$ cat src/rtl/redundant_to_binary.sv
// Serial normaliser: takes NUM_ELEMENTS redundant coefficients (weight 2^(WORD_LEN*i))
// and streams canonical WORD_LEN-bit words LSW first, resolving one carry per beat.
module redundant_to_binary #(
    parameter int NUM_ELEMENTS = 33,
    parameter int DSP_BIT_LEN  = 17,
    parameter int WORD_LEN     = 16,
    localparam int CARRY_LEN   = DSP_BIT_LEN - WORD_LEN + 1,
    localparam int IDX_LEN     = (NUM_ELEMENTS > 1) ? $clog2(NUM_ELEMENTS) : 1
) (
    input  logic                                    i_clk,
    input  logic                                    i_rst_n,
    input  logic                                    i_val,
    output logic                                    o_rdy,
    input  logic [NUM_ELEMENTS-1:0][DSP_BIT_LEN-1:0] i_dat,
    output logic                                    o_val,
    input  logic                                    i_rdy,
    output logic [WORD_LEN-1:0]                     o_word,
    output logic [IDX_LEN-1:0]                      o_idx,
    output logic                                    o_last,
    output logic [CARRY_LEN-1:0]                    o_carry,
    output logic                                    o_state
);

    // Handshake: an input operand moves on i_val && o_rdy; an output word moves on
    // o_val && i_rdy. While a side waits, the offering side holds its payload stable.
    typedef enum logic {
        S_IDLE   = 1'b0,
        S_STREAM = 1'b1
    } state_t;

    state_t                                   state_q, state_d;
    logic [NUM_ELEMENTS-1:0][DSP_BIT_LEN-1:0] store_q, store_d;
    logic [CARRY_LEN-1:0]                     carry_q, carry_d;
    logic                                     o_rdy_q, o_rdy_d;
    logic                                     o_val_q, o_val_d;
    logic [WORD_LEN-1:0]                      o_word_q, o_word_d;
    logic [IDX_LEN-1:0]                       o_idx_q, o_idx_d;
    logic                                     o_last_q, o_last_d;
    logic [CARRY_LEN-1:0]                     o_carry_q, o_carry_d;

    logic [IDX_LEN-1:0]                       nxt_idx;
    logic [DSP_BIT_LEN:0]                     sum;

    assign nxt_idx = o_idx_q + 1'b1;
    assign sum     = {1'b0, store_q[nxt_idx]} + (DSP_BIT_LEN+1)'(carry_q);

    always_comb begin
        state_d   = state_q;
        store_d   = store_q;
        carry_d   = carry_q;
        o_rdy_d   = o_rdy_q;
        o_val_d   = o_val_q;
        o_word_d  = o_word_q;
        o_idx_d   = o_idx_q;
        o_last_d  = o_last_q;
        o_carry_d = o_carry_q;
        case (state_q)
            S_IDLE: begin
                o_rdy_d = 1'b1;
                o_val_d = 1'b0;
                if (i_val && o_rdy_q) begin
                    store_d   = i_dat;
                    o_word_d  = i_dat[0][WORD_LEN-1:0];
                    carry_d   = CARRY_LEN'(i_dat[0][DSP_BIT_LEN-1:WORD_LEN]);
                    o_idx_d   = '0;
                    o_last_d  = (NUM_ELEMENTS == 1);
                    o_carry_d = (NUM_ELEMENTS == 1) ? carry_d : '0;
                    o_val_d   = 1'b1;
                    o_rdy_d   = 1'b0;
                    state_d   = S_STREAM;
                end
            end
            S_STREAM: begin
                if (o_val_q && i_rdy) begin
                    if (o_last_q) begin
                        o_val_d   = 1'b0;
                        o_last_d  = 1'b0;
                        o_carry_d = '0;
                        o_rdy_d   = 1'b1;
                        state_d   = S_IDLE;
                    end else begin
                        o_word_d  = sum[WORD_LEN-1:0];
                        carry_d   = sum[DSP_BIT_LEN:WORD_LEN];
                        o_idx_d   = nxt_idx;
                        o_last_d  = (nxt_idx == IDX_LEN'(NUM_ELEMENTS-1));
                        // The final carry is only exposed alongside the top word.
                        o_carry_d = o_last_d ? carry_d : '0;
                    end
                end
            end
            default: state_d = S_IDLE;
        endcase
    end

    always_ff @(posedge i_clk or negedge i_rst_n) begin
        if (!i_rst_n) begin
            state_q   <= S_IDLE;
            store_q   <= '0;
            carry_q   <= '0;
            o_rdy_q   <= 1'b0;
            o_val_q   <= 1'b0;
            o_word_q  <= '0;
            o_idx_q   <= '0;
            o_last_q  <= 1'b0;
            o_carry_q <= '0;
        end else begin
            state_q   <= state_d;
            store_q   <= store_d;
            carry_q   <= carry_d;
            o_rdy_q   <= o_rdy_d;
            o_val_q   <= o_val_d;
            o_word_q  <= o_word_d;
            o_idx_q   <= o_idx_d;
            o_last_q  <= o_last_d;
            o_carry_q <= o_carry_d;
        end
    end

    assign o_rdy   = o_rdy_q;
    assign o_val   = o_val_q;
    assign o_word  = o_word_q;
    assign o_idx   = o_idx_q;
    assign o_last  = o_last_q;
    assign o_carry = o_carry_q;
    assign o_state = state_q;

endmodule
$ cat config.mk
export PLATFORM = sky130hd
export DESIGN_NAME = redundant_to_binary
export DESIGN_NICKNAME = d
export VERILOG_FILES = /design/src/rtl/redundant_to_binary.sv
export SDC_FILE = /design/constraint.sdc
export NUM_CORES = 1
export LEC_CHECK = 0
export ABC_AREA = 1
export CELL_PAD_IN_SITES_DETAIL_PLACEMENT = 1
export CELL_PAD_IN_SITES_GLOBAL_PLACEMENT = 1
export CORE_ASPECT_RATIO = 1.75
export CORE_MARGIN = 2
export CORE_UTILIZATION = 34
export CTS_CLUSTER_DIAMETER = 150
export DETAILED_ROUTE_END_ITERATION = 12
export PLACE_DENSITY = 0.88
export SLEW_MARGIN = 25
export SYNTH_ARGS = -nofsm -noshare
export SYNTH_HDL_FRONTEND = slang
export SYNTH_SLANG_ARGS = --single-unit
$ cat constraint.sdc
create_clock -name i_clk -period 3.78 [get_ports i_clk]
set_input_delay 0.378 -clock i_clk [delete_from_list [all_inputs] [get_ports i_clk]]
set_output_delay 0.378 -clock i_clk [all_outputs]
set_load 0.01 [all_outputs]
---- Word level (Yosys, flattened, before mapping) ----
Cells that the tools add are included.
cells by class
  $add $sub $neg .......................... 2
  magnitude comparators ................... 1
  equality and inequality tests ........... 5
  bitwise gates (word level) .............. 1
  reduce and logical (&&, ||, !) cells .... 6
  multiplexer cells ....................... 34
operators by type and width
  operator                                            number
  binary-select mux 17 bit (select 6 bit)             1
  2-to-1 mux 16 bit                                   3
  one-hot mux 16 bit (2 select lines)                 1
  adder 17 x 2 -> 18 bit                              1
  2-to-1 mux 6 bit                                    3
  2-to-1 mux 17 bit                                   1
  2-to-1 mux 2 bit                                    7
  one-hot mux 6 bit (2 select lines)                  1
  2-to-1 mux 1 bit                                    11
  one-hot mux 1 bit (2 select lines)                  4
  one-hot mux 2 bit (2 select lines)                  2
  < comparator 6 x 7 -> 1 bit, second input constant  1
  adder 6 x 1 -> 6 bit, second input constant         1
  equality test 6 bit, second input constant          1
  AND reduction 2 bit                                 3
  != test 2 x 1 -> 1 bit, second input constant       2
  != test 2 bit, second input constant                2
  AND reduction 3 bit                                 1
  logical AND 1 bit                                   2
  inverter 1 bit                                      1
storage, ports and cells
  input bits .............................. 565
  output and inout port bits .............. 28
  word-level logic and storage cells ...... 90
  register bits ........................... 591

---- Depth between registers and ports, before layout ----
Gate-level depths: netlist (run 1).
  depth after elaboration ................. 8
  gate-level depth with buffers ........... 24
  mapped depth without buffers ............ 21

---- Worst setup path after synthesis (run 1) ----
No wires, ideal clock.
  path kind ............................... register to register
  from .................................... register o_idx_q[1], in the netlist o_idx[1]
  to ...................................... register carry_q[0]
  clock period less this slack ............ 3.718 ns
  arrival ................................. 3.601 ns
  setup time .............................. 0.117 ns
  slack ................................... 0.062 ns
  path buffers ............................ 5
  stages on the path, launching flop included .. 24
  path through ............................ dfrtp_1 > ha_1 > buf_2 > buf_4 > buf_2 > clkbuf_1 > clkbuf_1 > o21ai_0 > o22ai_1 > o21ai_0 > o21ai_0 > o211ai_1 > nand2_1 > ha_1 > inv_1 > fa_1 > inv_1 > nand2_1 > nor2_2 > nand2_2 > o21ai_2 > nand3_1 > nand2_1 > nand2_1
on the way
  cells in the longest elaborated chain, start to end .. 7
RTL lines
  item                                     line  RTL
  start: declaration                       37    logic [IDX_LEN-1:0] o_idx_q, o_idx_d;
  start signal: assignment                 113   o_idx_q <= o_idx_d;
  adder 6 x 1 -> 6 bit                     44    assign nxt_idx = o_idx_q + 1'b1;
  binary-select mux 17 bit (select 6 bit)  45    assign sum = {1'b0, store_q[nxt_idx]} + (DSP_BIT_LEN+1)'(carry_q);
  2-to-1 mux 17 bit (implied by the code)  45
  adder 17 x 2 -> 18 bit                   45
  2-to-1 mux 2 bit                         75    if (o_last_q) begin
  2-to-1 mux 2 bit                         74    if (o_val_q && i_rdy) begin
  one-hot mux 2 bit (2 select lines)       57    case (state_q)
  end signal: assignment                   109   carry_q <= carry_d;
  end: declaration                         33    logic [CARRY_LEN-1:0] carry_q, carry_d;
Every way passes these cells. The select of a mux whose other input is x is not followed.
A chain may end at the register's enable or synchronous reset.

---- Final worst setup path (run 1) ----
  from .................................... register o_idx_q[0], in the netlist o_idx[0]
  to ...................................... register o_word_q[12], in the netlist o_word[12]
on the way
  cells in the longest elaborated chain, start to end .. 7
RTL lines
  item                                     line  RTL
  adder 6 x 1 -> 6 bit                     44
  binary-select mux 17 bit (select 6 bit)  45
  2-to-1 mux 17 bit (implied by the code)  45
  adder 17 x 2 -> 18 bit                   45
  2-to-1 mux 16 bit                        75
  2-to-1 mux 16 bit                        74
  one-hot mux 16 bit (2 select lines)      57
  end signal: assignment                   112   o_word_q <= o_word_d;
  end: declaration                         36    logic [WORD_LEN-1:0] o_word_q, o_word_d;
Every way passes these cells. The select of a mux whose other input is x is not followed.

==> results.yml, run 1 <==
status:
  status: "completed"
sta:
  worst_pin_slew_ps: 997
  min_period_ps: 3620
  rsz0062_at_grt: "no"
  setup_ws_ps: 163
  fin_crit_sh_pct: 95.7
  setup_tns_ps: 0
  fin_skew_ps: 27.2
  hold_viol_final: 0
  setup_viol: 0
  drv_slew: 0
  fmax_mhz: 276
  max_slew_margin_pct: 33.5
power_and_ir_drop:
  seqPwrFrac_pct: 32.1
  comb_power_share_pct: 47.9
  power.leakage_uw: 0.0178
  ir_drop_mv: 0.461
  p_sw_uw: 15200
  p_per_area_nw_per_um2: 892
  clkPwrFrac_pct: 20.0
  internal-power_uw: 18700
  sw_frac_of_total_pct: 44.8
global_routing:
  grt_max_degree: 154
  grt_overflow: 0
  antenna_found_initial: 25
  grt_pass1_vias: 30100
  grt_pass1_wl_um: 188000
  grt_use_total_pct: 29.0
synth:
  yosysTopAreaCell: "dfrtp_1"
  synth.most_common_cell: "nand2_1"
  yosysTopAreaCellShare_pct: 51.9
  syn_nets: 4302
  synth_cells: 3732
  yosys-top-cells-count: "nand2_1 (1,416), dfrtp_1 (591), o21ai_0 (441)"
  synth_area_leaders: "dfrtp_1 (52%), nand2_1 (19%), o21ai_0 (7.7%), nand3_1 (6.1%), inv_1 (4.9%)"
  ys_warn_count: 0
  synth.distinct_cells: 38
  syn_area_per_cell_um2: 7.64
  synthFlopType: "dfrtp_1"
  async_flop_share_pct: 100
  ys_seq_elements: 591
  synth_area_um2: 28500
  synth_edf_count: 0
  yosysSeqAreaShare_pct: 51.9
clock_tree:
  cts_max_level: 2
  cts_buffer_depth: 3
  cts_root_buf: "clkbuf_16"
  cts_inserted_buffers: 57
  path_clk_slew_ps: 70
  clk_latency_ps: 660
  cts_tree: "done"
  clock_sinks: 591
critical_path:
  crit_required_ps: 4310
  slowest_delay_ps: 560
  crit_arrival_ps: 4140
  end_kind: "flop"
  crit_chain: "buf_12, ha_2, xor2_4, buf_12, o221ai_1, o211ai_1, nand3_1, o211ai_1, nand2_1, ha_1, inv_1, fa_1, inv_2, nand2_1, nor2_4, buf_4, nand3_1, nand2_1, nand3_1, nand3_1, nand2_1"
  crit_fanout: 28
  cp-start-kind: "flop"
  critPathSlowestCell: "dfrtp_4"
  crit_type: "reg2reg"
flow_run:
  maxCapViolCount: 0
finish:
  layout-drive-gt1-share_pct: 5.85
  syn2layout_area_growth_pct: 33.5
  fillerInstances: 9944
  nets: 4798
  seq_area_um2: 14800
  final_cells: 5354
  multi_input_area_um2: 11300
place:
  place_congestion: 0.918
  numPlacedInstances: 5226
  post-place-ws_ps: 101
  hpwl_um: 91900
  io_buffers: 592
routing:
  drc_errors: 0
  wirelength_um: 127000
  vias: 28000
  antenna_left: 0
  viasPerCell: 5.23
  dr.pass1.iters: 5
  routedWlPerCell_um: 23.7
  drt_iter0_drc: 2306
floorplanning:
  ios: 593
  core_region_area_um2: 83200
  start_util_pct: 34.3
  die_w_um: 223
  dieArea_um2: 86300
  fp-row-count: 140
  dieHeight_um: 387
hold_path:
  hold_path_class: "in2reg"
per-layer routing:
metal / track usage, % / wire (um) / vias up
met2: 49.1 / 61500 / 1007
met5: 0 / 168 / -
li1: - / - / 12800
met3: 5.20 / 7260 / 337
met1: 33.8 / 48400 / 13800
met4: 18.2 / 9430 / 26
cell type report:
cell class	instances	share of cell area (%)
tap	1065	3.50
multi-input combinational	2513	29.7
antenna	12	0.0789
clock buffer	70	4.19
timing repair buffer	683	18.3
timing repair inverter	1	0.0230
clock inverter	38	1.57
sequential	591	38.9
inverter	381	3.82
repair_timing:
item                                   CTS  global route
endpoints found under the hold margin   91             0
setup endpoints to repair                0            11
hold buffers                             1             0
buffers inserted                         0             5
gates resized for setup                  0            12
through the flow:
step / utilization, % / area [um^2] / total power, uW / hold slack (ps)
floorplan: - / 28500 / 19600 / 82.4
global placement: 42.9 / 35700 / 26100 / 457
detailed placement: 42.9 / 35700 / 26800 / 461
CTS: 45.6 / 37900 / 33800 / 217
global route: 45.8 / 38100 / 36100 / 250
finish: 45.8 / 38100 / 34000 / 252
worst max-delay path, delay by kind of cell, from the launching register on:
kind	cells	cell delay (ps)
flops	1	560
compound gates	3	430
simple gates	9	830
buf+inv	5	620
xor+xnor	1	220
fa+ha+maj	3	820
state kept, by name (all words and copies together) (netlist names):
| name | count |
|---|---|
| o_idx | 6 |
| o_carry | 2 |
| o_word | 16 |
| store_q | 561 |
| carry_q | 2 |
| o_state | 1 |
| o_last | 1 |
| o_rdy | 1 |
| o_val | 1 |
layout by cell type, fill, tap and decap left out, types with 4 or more instances in the layout:
| cell | count |
|---|---|
| nand2_1 | 1416 |
| clkdlybuf4s50_1 | 591 |
| dfrtp_1 | 589 |
| o21ai_0 | 440 |
| inv_1 | 371 |
| nand3_1 | 347 |
| nor2_1 | 94 |
| o211ai_1 | 87 |
| buf_4 | 62 |
| clkbuf_16 | 58 |
| a21oi_1 | 26 |
| buf_12 | 24 |
| nand4_1 | 19 |
| o22ai_1 | 16 |
| nand2_2 | 15 |
| bufinv_16 | 14 |
| diode_2 | 12 |
| clkbuf_8 | 12 |
| clkinv_2 | 12 |
| o221ai_1 | 10 |
| inv_6 | 7 |
| inv_2 | 7 |
| nor2_4 | 5 |
| xor2_4 | 4 |
| nor2_2 | 4 |
| o21ai_1 | 4 |
| xor2_1 | 4 |
| clkinv_4 | 4 |
worst paths after layout:
kind	from	to	slack [ps]	depth (start not counted)
hold / removal	i_dat[137]	store_q[137]$_DFFE_PN0P_	250	3
min in group asynchronous	i_rst_n	store_q[268]$_DFFE_PN0P_	430	2
hold reg to reg	store_q[101]$_DFFE_PN0P_	store_q[101]$_DFFE_PN0P_	480	2
max in group asynchronous	i_rst_n	o_word[1]$_DFFE_PN0P_	2270	3
setup reg to reg	o_idx[0]$_DFFE_PN0P_	o_word[12]$_DFFE_PN0P_	160	21
setup / recovery	o_idx[0]$_DFFE_PN0P_	o_word[12]$_DFFE_PN0P_	160	21
cell families (layout without fill, tap and decap cells):
group	count (synthesis)	in the layout	synth area share, %
XOR/XNOR	12	12	0.592
adder cells (fa/ha/maj)	5	5	0.246
other	0	12	0
AND/OR/NAND/NOR	1909	1909	27.3
flip-flops	591	591	51.9
AO/OA/AOI/OAI	587	587	11.3
buffers and inverters	628	1173	8.71
power by group through the flow:
| stage | Clock, uW | Combinational, uW | Sequential [uW] |
|---|---|---|---|
| after CTS | 6890 | 16000 | 10900 |
| after global routing | 7100 | 17900 | 11100 |
| after floorplan | 0 | 9310 | 10300 |
| after detailed placement | 0 | 15800 | 10900 |
| after global placement | 0 | 15300 | 10800 |
| final | 6790 | 16300 | 10900 |
(Power assumes the default switching activity.)
==> run 2: changes to the inputs <==
Settings changed: CORE_ASPECT_RATIO 1.75 to 0.6.
==> run 2 against run 1 <==
- largest cell class unchanged
- clock power is 8.0% lower
- setup slack better by 30 ps
- non-clock buffer count is 7 lower
- sequential share of layout area is 0.21 points higher
- maximum frequency is 0.84% higher
- critical path type unchanged
- sequential cell count stayed put
==> results.yml, run 2 (same netlist as run 1, synthesis figures left out) <==
clock_tree:
  cts_max_level: 2
  cts_buffer_depth: 3
  cts_tree: "done"
  cts_inserted_buffers: 59
  clock_sinks: 591
  path_clk_slew_ps: 70
  clk_latency_ps: 650
  cts_root_buf: "clkbuf_16"
power_and_ir_drop:
  ir_drop_mv: 0.601
  p_per_area_nw_per_um2: 872
  clkPwrFrac_pct: 18.9
  internal-power_uw: 18000
  p_sw_uw: 15100
  seqPwrFrac_pct: 32.9
  sw_frac_of_total_pct: 45.6
  power.leakage_uw: 0.0176
  comb_power_share_pct: 48.2
finish:
  nets: 4792
  layout-drive-gt1-share_pct: 5.55
  syn2layout_area_growth_pct: 32.8
  largest_reg_flops: 561
  final_cell_mix: "nand2_1 (1,415), clkdlybuf4s50_1 (591), dfrtp_1 (590), o21ai_0 (439), inv_1 (372)"
  fillerInstances: 10100
  layout_commonest_cell: "nand2_1"
  final_cells: 5422
  largest-register: "store_q"
critical_path:
  crit_arrival_ps: 4120
  critPathLaunch: "o_idx[0]$_DFFE_PN0P_"
  end_kind: "flop"
  r2r-start: "o_idx[0]$_DFFE_PN0P_"
  crit_type: "reg2reg"
  cp-start-kind: "flop"
  crit_required_ps: 4310
  crit_fanout: 7
global_routing:
  antenna_found_initial: 43
  grt_pass1_vias: 29200
  grt_use_total_pct: 28.4
  grt_overflow: 0
  grt_pass1_wl_um: 186000
  grt_max_degree: 248
sta:
  setup_ws_ps: 193
  hold_viol_final: 0
  worst_pin_slew_ps: 1020
  setup_tns_ps: 0
  fmax_mhz: 279
  fin_skew_ps: 18.1
  setup_viol: 0
  fin_crit_sh_pct: 94.9
  max_slew_margin_pct: 32.3
  drv_slew: 0
  min_period_ps: 3590
hold_path:
  hold_path_class: "in2async"
routing:
  viasPerCell: 5.14
  vias: 27900
  drt_iter0_drc: 2344
  drc_errors: 0
  wirelength_um: 124000
  dr.pass1.iters: 7
  antenna_left: 0
  routedWlPerCell_um: 22.9
floorplanning:
  start_util_pct: 34.2
  dieArea_um2: 86300
  dieHeight_um: 228
  fp-row-count: 82
  core_region_area_um2: 83300
  ios: 593
  die_w_um: 378
place:
  place_congestion: 0.877
  post-place-ws_ps: -44.5
  hpwl_um: 89700
  io_buffers: 592
  numPlacedInstances: 5281
status:
  status: "completed"
flow_run:
  maxCapViolCount: 0
==> run 2: changes by cell type in the layout (fill, tap and decap cells not counted), moves of 3 or more <==
cell / change
buf_12: -13
bufinv_16: -10
clkbuf_1: +7
diode_2: +6
buf_16: +4
clkbuf_16: +4
clkbuf_8: +3
clkinv_4: -3
==> run 2: final timing paths <==
check | to | slack [ps] | depth (start not counted)
min in group i_clk | store_q[122]$_DFFE_PN0P_ | 270 | 3
setup / recovery | carry_q[0]$_DFFE_PN0P_ | 190 | 19
max in group asynchronous | store_q[141]$_DFFE_PN0P_ | 2280 | 4
hold reg to reg | store_q[49]$_DFFE_PN0P_ | 480 | 2
hold / removal | store_q[496]$_DFFE_PN0P_ | 270 | 2
setup reg to reg | carry_q[0]$_DFFE_PN0P_ | 190 | 19
==> run 2: per-stage QoR <==
| stage | util [%] | instance area [um^2] | power, uW | hold WS [ps] |
|---|---|---|---|---|
| floorplan | - | 28500 | 19600 | 82.4 |
| global placement | 42.7 | 35600 | 25600 | 457 |
| detailed placement | 42.7 | 35600 | 26200 | 464 |
| CTS | 45.1 | 37600 | 32700 | 220 |
| global route | 45.4 | 37800 | 35300 | 253 |
| finish | 45.5 | 37900 | 33000 | 267 |
==> run 2: layout make-up <==
| type | count | area [um^2] | area share (%) |
|---|---|---|---|
| Sequential cell | 591 | 14800 | 39.1 |
| Multi-Input combinational cell | 2513 | 11300 | 29.9 |
| Timing Repair Buffer | 676 | 6840 | 18.1 |
| Clock buffer | 83 | 1740 | 4.59 |
| Inverter | 381 | 1450 | 3.84 |
| Tap cell | 1134 | 1420 | 3.75 |
| Clock inverter | 26 | 269 | 0.710 |
| Antenna cell | 18 | 45.0 | 0.119 |
==> run 2: metal layers <==
layer,GRT usage (%),wire (um),up-vias
li1,-,-,12800
met1,39.6,55400,13900
met2,42.5,54400,924
met3,8.64,11000,202
met4,7.89,3190,34
met5,0,213,-
==> run 2: timing repair <==
item                                   in CTS  in global routing
hold buffers                                1                  0
resized for setup                           1                 15
buffers inserted                            0                 10
cloned                                      0                  2
endpoints found under the hold margin      81                  0
setup endpoints to repair                   8                 17
pin swaps                                   1                  3
==> run 2: worst max-delay path, cell delays in order, from the launching register on <==
cell,delay (ps)
dfrtp_4,530
ha_4,370
clkbuf_4,220
o21ai_0,110
o22ai_1,190
o211ai_1,100
o21ai_1,140
o211ai_1,200
nand2_2,170
ha_1,180
inv_1,60
fa_1,400
inv_1,120
nand2_1,100
nor2_4,130
nand2_2,110
o21ai_2,160
nand3_1,80
nand2_1,60
nand2_1,50
==> run 2: power groups by stage <==
stage	registers, uW	clock network, uW	logic, uW
2_1_floorplan	10300	0	9310
3_3_place_gp	10700	0	14900
3_5_place_dp	10900	0	15400
4_1_cts	10800	6340	15500
5_1_grt	11100	6580	17700
6_report	10900	6250	15900
